===== config.mk =====
export PLATFORM = sky130hd
export DESIGN_NAME = bitwise_frame_accumulator
export DESIGN_NICKNAME = d
export VERILOG_FILES = /design/src/rtl/bitacc_pkg.sv /design/src/rtl/bitacc_op_unit.sv /design/src/rtl/bitwise_frame_accumulator.sv
export SDC_FILE = /design/constraint.sdc
export NUM_CORES = 1
export LEC_CHECK = 0
export CAP_MARGIN = 5
export CORE_ASPECT_RATIO = 1.2
export CORE_MARGIN = 2
export CORE_UTILIZATION = 35
export DETAILED_ROUTE_END_ITERATION = 10
export PLACE_DENSITY = 0.56
export SYNTH_ARGS = -nofsm -noshare
export SYNTH_HDL_FRONTEND = slang
export SYNTH_SLANG_ARGS = --single-unit

===== constraint.sdc =====
create_clock -name clk -period 1.8 [get_ports clk]
set_clock_uncertainty 0.15 [all_clocks]
set_input_delay 0.54 -clock clk [delete_from_list [all_inputs] [get_ports clk]]
set_output_delay 0.54 -clock clk [all_outputs]
set_load 0.02 [all_outputs]

===== src/rtl/bitacc_pkg.sv =====
// Shared types for the bitwise frame accumulator.
// Fold operation and FSM state encodings.
package bitacc_pkg;

  typedef enum logic [1:0] {
    OP_OR,
    OP_AND,
    OP_XOR,
    OP_RSVD
  } bitacc_op_e;

  typedef enum logic [1:0] {
    S_IDLE,
    S_ACCUM,
    S_DONE
  } bitacc_state_e;

endpackage


===== src/rtl/bitacc_op_unit.sv =====
// Combinational W-bit fold: y_o = a_i <op_i> b_i.
// Ports: a_i, b_i operands; op_i fold op (OP_RSVD acts as OR); y_o result.
module bitacc_op_unit
  import bitacc_pkg::*;
#(
  parameter int W = 16
) (
  input  logic [W-1:0] a_i,
  input  logic [W-1:0] b_i,
  input  bitacc_op_e   op_i,
  output logic [W-1:0] y_o
);

  always_comb begin
    y_o = a_i | b_i;
    unique case (op_i)
      OP_OR,
      OP_RSVD: y_o = a_i | b_i;
      OP_AND:  y_o = a_i & b_i;
      OP_XOR:  y_o = a_i ^ b_i;
    endcase
  end

endmodule


===== src/rtl/bitwise_frame_accumulator.sv =====
// Folds a frame of W-bit words (OR/AND/XOR) and emits result + beat count.
// Ports: clk, rst (async high); in_valid/in_ready/in_data/in_last/in_op
//   input stream; out_valid/out_ready/out_data/out_count output stream;
//   out_parity (only when BITACC_PARITY_EN is defined) = ^out_data.
module bitwise_frame_accumulator
  import bitacc_pkg::*;
#(
  parameter  int W         = 16,
  parameter  int MAX_BEATS = 8,
  localparam int CW        = $clog2(MAX_BEATS + 1)
) (
  input  logic          clk,
  input  logic          rst,
  input  logic          in_valid,
  output logic          in_ready,
  input  logic [W-1:0]  in_data,
  input  logic          in_last,
  input  logic [1:0]    in_op,
  output logic          out_valid,
  input  logic          out_ready,
  output logic [W-1:0]  out_data,
  output logic [CW-1:0] out_count
`ifdef BITACC_PARITY_EN
  ,
  output logic          out_parity
`endif
);

  localparam logic [CW-1:0] MAX_C = CW'(MAX_BEATS);

  bitacc_state_e state_q;
  bitacc_op_e    op_q;
  logic [W-1:0]  acc_q;
  logic [CW-1:0] count_q;
  logic [W-1:0]  out_data_q;
  logic [CW-1:0] out_count_q;
  logic [W-1:0]  fold_y;
  logic [CW-1:0] count_inc;

  assign count_inc = count_q + CW'(1);

  bitacc_op_unit #(.W(W)) u_op (
    .a_i (acc_q),
    .b_i (in_data),
    .op_i(op_q),
    .y_o (fold_y)
  );

  // Handshake outputs decode straight from state; no in->out comb path.
  assign in_ready  = (state_q != S_DONE);
  assign out_valid = (state_q == S_DONE);
  assign out_data  = out_data_q;
  assign out_count = out_count_q;

`ifdef BITACC_PARITY_EN
  logic parity_q;
  assign out_parity = parity_q;
`endif

  always_ff @(posedge clk or posedge rst) begin
    if (rst) begin
      state_q     <= S_IDLE;
      op_q        <= OP_OR;
      acc_q       <= '0;
      count_q     <= '0;
      out_data_q  <= '0;
      out_count_q <= '0;
`ifdef BITACC_PARITY_EN
      parity_q    <= 1'b0;
`endif
    end else begin
      unique case (state_q)
        S_IDLE: begin
          if (in_valid) begin
            acc_q   <= in_data;
            count_q <= CW'(1);
            op_q    <= bitacc_op_e'(in_op);
            if (in_last || MAX_BEATS == 1) begin
              state_q     <= S_DONE;
              out_data_q  <= in_data;
              out_count_q <= CW'(1);
`ifdef BITACC_PARITY_EN
              parity_q    <= ^in_data;
`endif
            end else begin
              state_q <= S_ACCUM;
            end
          end
        end
        S_ACCUM: begin
          if (in_valid) begin
            acc_q   <= fold_y;
            count_q <= count_inc;
            // in_last on the MAX_BEATS beat is one frame end
            if (in_last || count_inc == MAX_C) begin
              state_q     <= S_DONE;
              out_data_q  <= fold_y;
              out_count_q <= count_inc;
`ifdef BITACC_PARITY_EN
              parity_q    <= ^fold_y;
`endif
            end
          end
        end
        S_DONE: begin
          if (out_ready) state_q <= S_IDLE;
        end
        default: state_q <= S_IDLE;
      endcase
    end
  end

endmodule


==> results.yml <==
route:
  first_pass_iters: 4
  drc: 0
  via_per_inst: 4.930
  ant_nets: 0
  vias: 2238
  wl_mm: 6.229
  dr.first_iter.drc_count: 40
  wl_per_cell_um: 13.72
cells_and_area:
  final_cells: 454
  nets: 420
  antenna_cells: 0
  fillers: 733
  drive_above_1_share_pct: 24.59
  mostFrequentLayoutCell: "inv_1"
  most-common-layout-cells: "inv_1, dfrtp_1, dlygate4sd2_1, buf_4, ha_1"
  area_growth_pct: 40.16
clock_tree:
  clock_latency_ps: 300
  cts_buffer_depth: 2
  ctsHoldBuffers: 0
  cts_sinks: 44
  root_buffer: "clkbuf_8"
  cts.reportedPaths.clkPinSlew_ps: 80
  htreeDepth: 2
  cts_tree: "yes"
  numCtsBuffers: 5
placement:
  pre_cts_ws_ps: -539.8
  gp_congestion: 0.7839
  dp.final_hpwl_mm: 4.328
  io_buffer_count: 44
  dp.cells: 445
grt:
  grt_usage_pct: 15.76
  grt_pass1_vias: 2329
  grt_pass1_wl_mm: 10.76
  grt-ovfl-total: 0
  antenna_found_initial: 0
  grt_max_degree: 45
sta:
  worst_pin_slew_ps: 256.2
  rsz0062_at_grt: "yes"
  fin_setup_tns_ps: 0
  finalSetupViolCount: 0
  max_freq_mhz: 567.5
  setup_ws_ps: 37.98
  min_period_over_period_pct: 97.89
  hold_viol_final: 0
  period_needed_ps: 1762
  max_slew_margin_pct: 82.92
  final-max-slew-violation-count: 0
floorplanning:
  rows: 35
  die_area_um2: 8496
  die_h_um: 100.6
  core_um2: 7620
  start_util_pct: 35.70
  pin_count: 45
  fp.dieW_um: 84.48
logic_synthesis:
  syn_area_um2: 2720
  ys_types: 27
  syn_nets: 346
  syn-instance-count: 288
  syn_avg_cell_area_um2: 9.445
  ys_warn_count: 0
  ys_seq_elements: 44
  ys_seq_area_share_pct: 40.48
power_and_ir_drop:
  power_leakage_nw: 1.863
  power-per-cell-area_nw_per_um2: 1031
  ir_drop_mv: 0.5316
worst_setup_path:
  cp.arrival_ps: 1800
  cp-endpoint: "out_count[0]$_DFFE_PP0P_"
  cp_max_fo: 5
  end_kind: "register"
  regToRegSetupSlack_ps: 60
  start_kind: "input port"
  required_ps: 1840
  crit_type: "in2reg"
  reg2reg_depth: 5
  crit_start: "in_valid"
  r2r_start: "count_q[3]$_DFFE_PP0P_"
  reg2reg_to: "out_count[0]$_DFFE_PP0P_"
min_path:
  min-delay-path-class: "reg2reg"
  min_from: "acc_q[3]$_DFFE_PP0P_"
outcome:
  status: "complete, no violations"
run:
  maxCapViolations: 0
## registers in the layout, summed over array words and instances (netlist names)
| name | cells |
|---|---|
| out_data | 16 |
| count_q | 4 |
| out_count | 4 |
| acc_q | 16 |
| state_q | 2 |
| op_q | 2 |
## through the flow
stage	total power, W	util, %	instance area [um2]	hold WS (ps)
after floorplan	0.002356	-	2720	275.8
after global placement	0.003047	46.27	3526	339.9
after detailed placement	0.003098	46.27	3526	348.0
after CTS	0.003888	49.00	3734	366.7
after global routing	0.004239	50.03	3812	384.7
final	0.003932	50.03	3812	361.7
## final cells by class
class                      instances  area (um2)  share of cell area, %
tap                               92       115.1                  3.019
multi-input combinational        171        1528                  40.07
clock buffer                       7       96.34                  2.527
sequential                        44        1104                  28.95
timing repair buffer              84       759.5                  19.92
inverter                          56       210.2                  5.514
## cells by family (layout without fill, tap and decap cells)
group,Yosys count,in the layout,share of synthesized area (%)
AOI/OAI and AO/OA,78,78,18.86
buffers and inverters,73,147,10.67
DFF,44,44,40.48
and+or+nand+nor,37,37,5.980
adders and majority gates,35,35,16.10
muxes,20,20,7.589
xor gates and xnor gates,1,1,0.3220
## repair_timing
item / 4_1_cts / 5_1_grt
resized for setup: 75 / 19
setup buffers: 0 / 2
pin swaps: 18 / 4
setup endpoints to repair: 54 / 38
## metal layers
layer / GRT usage [%] / share of wire (%)
met5: 0 / 0
met2: 28.08 / 50
met3: 2.621 / 3.3
met1: 19.06 / 44
met4: 6.105 / 2.6
## power breakdown
| group | switching (W) | total, W | internal (W) |
|---|---|---|---|
| logic | 0.000988 | 0.00182 | 0.000833 |
| clock network | 0.000349 | 0.000692 | 0.000343 |
| registers | 0.000174 | 0.00142 | 0.00125 |
| total | 0.00151 | 0.00393 | 0.00242 |
## cells in the mapped netlist
| cell | n | area [um2] |
|---|---|---|
| inv_1 | 56 | 210.2 |
| o21bai_1 | 1 | 7.510 |
| mux2_2 | 1 | 11.26 |
| nor2_1 | 2 | 7.510 |
| nor3_1 | 1 | 5.000 |
| nand3_1 | 2 | 10.01 |
| o2111ai_2 | 1 | 15.01 |
| o21ai_1 | 5 | 25.02 |
| buf_4 | 1 | 7.510 |
| clkbuf_1 | 11 | 41.29 |
| a21oi_2 | 1 | 8.760 |
| mux2i_1 | 18 | 180.2 |
| a21boi_2 | 1 | 11.26 |
| buf_6 | 1 | 11.26 |
| mux2_4 | 1 | 15.01 |
| xnor2_1 | 1 | 8.760 |
| a211oi_1 | 16 | 120.1 |
| dfrtp_1 | 44 | 1101 |
| nand2b_1 | 5 | 31.28 |
| a21oi_1 | 19 | 95.09 |
| o21ai_0 | 18 | 90.09 |
| ha_1 | 35 | 437.9 |
| and3b_1 | 1 | 8.760 |
| buf_2 | 4 | 20.02 |
| or2_2 | 1 | 6.260 |
| nand2_1 | 25 | 93.84 |
| a221oi_1 | 16 | 140.1 |
## critical path, stage by stage
cell and delay (ps):
clkdlybuf4s50_1 480, nand2b_1 130, a21oi_4 240, buf_6 140, mux2_4 280
## worst min path at each step
stage / endpoint / slack [ps] / cells past startpoint
3_3_place_gp: acc_q[3]$_DFFE_PP0P_ / 340 / 2
4_1_cts: acc_q[3]$_DFFE_PP0P_ / 370 / 2
5_1_grt: out_data[14]$_DFFE_PP0P_ / 380 / 2
3_5_place_dp: acc_q[3]$_DFFE_PP0P_ / 350 / 2
6_report: acc_q[3]$_DFFE_PP0P_ / 360 / 2
2_1_floorplan: state_q[0]$_DFFE_PP0P_ / 280 / 1
Power figures use the tool's default switching activity.
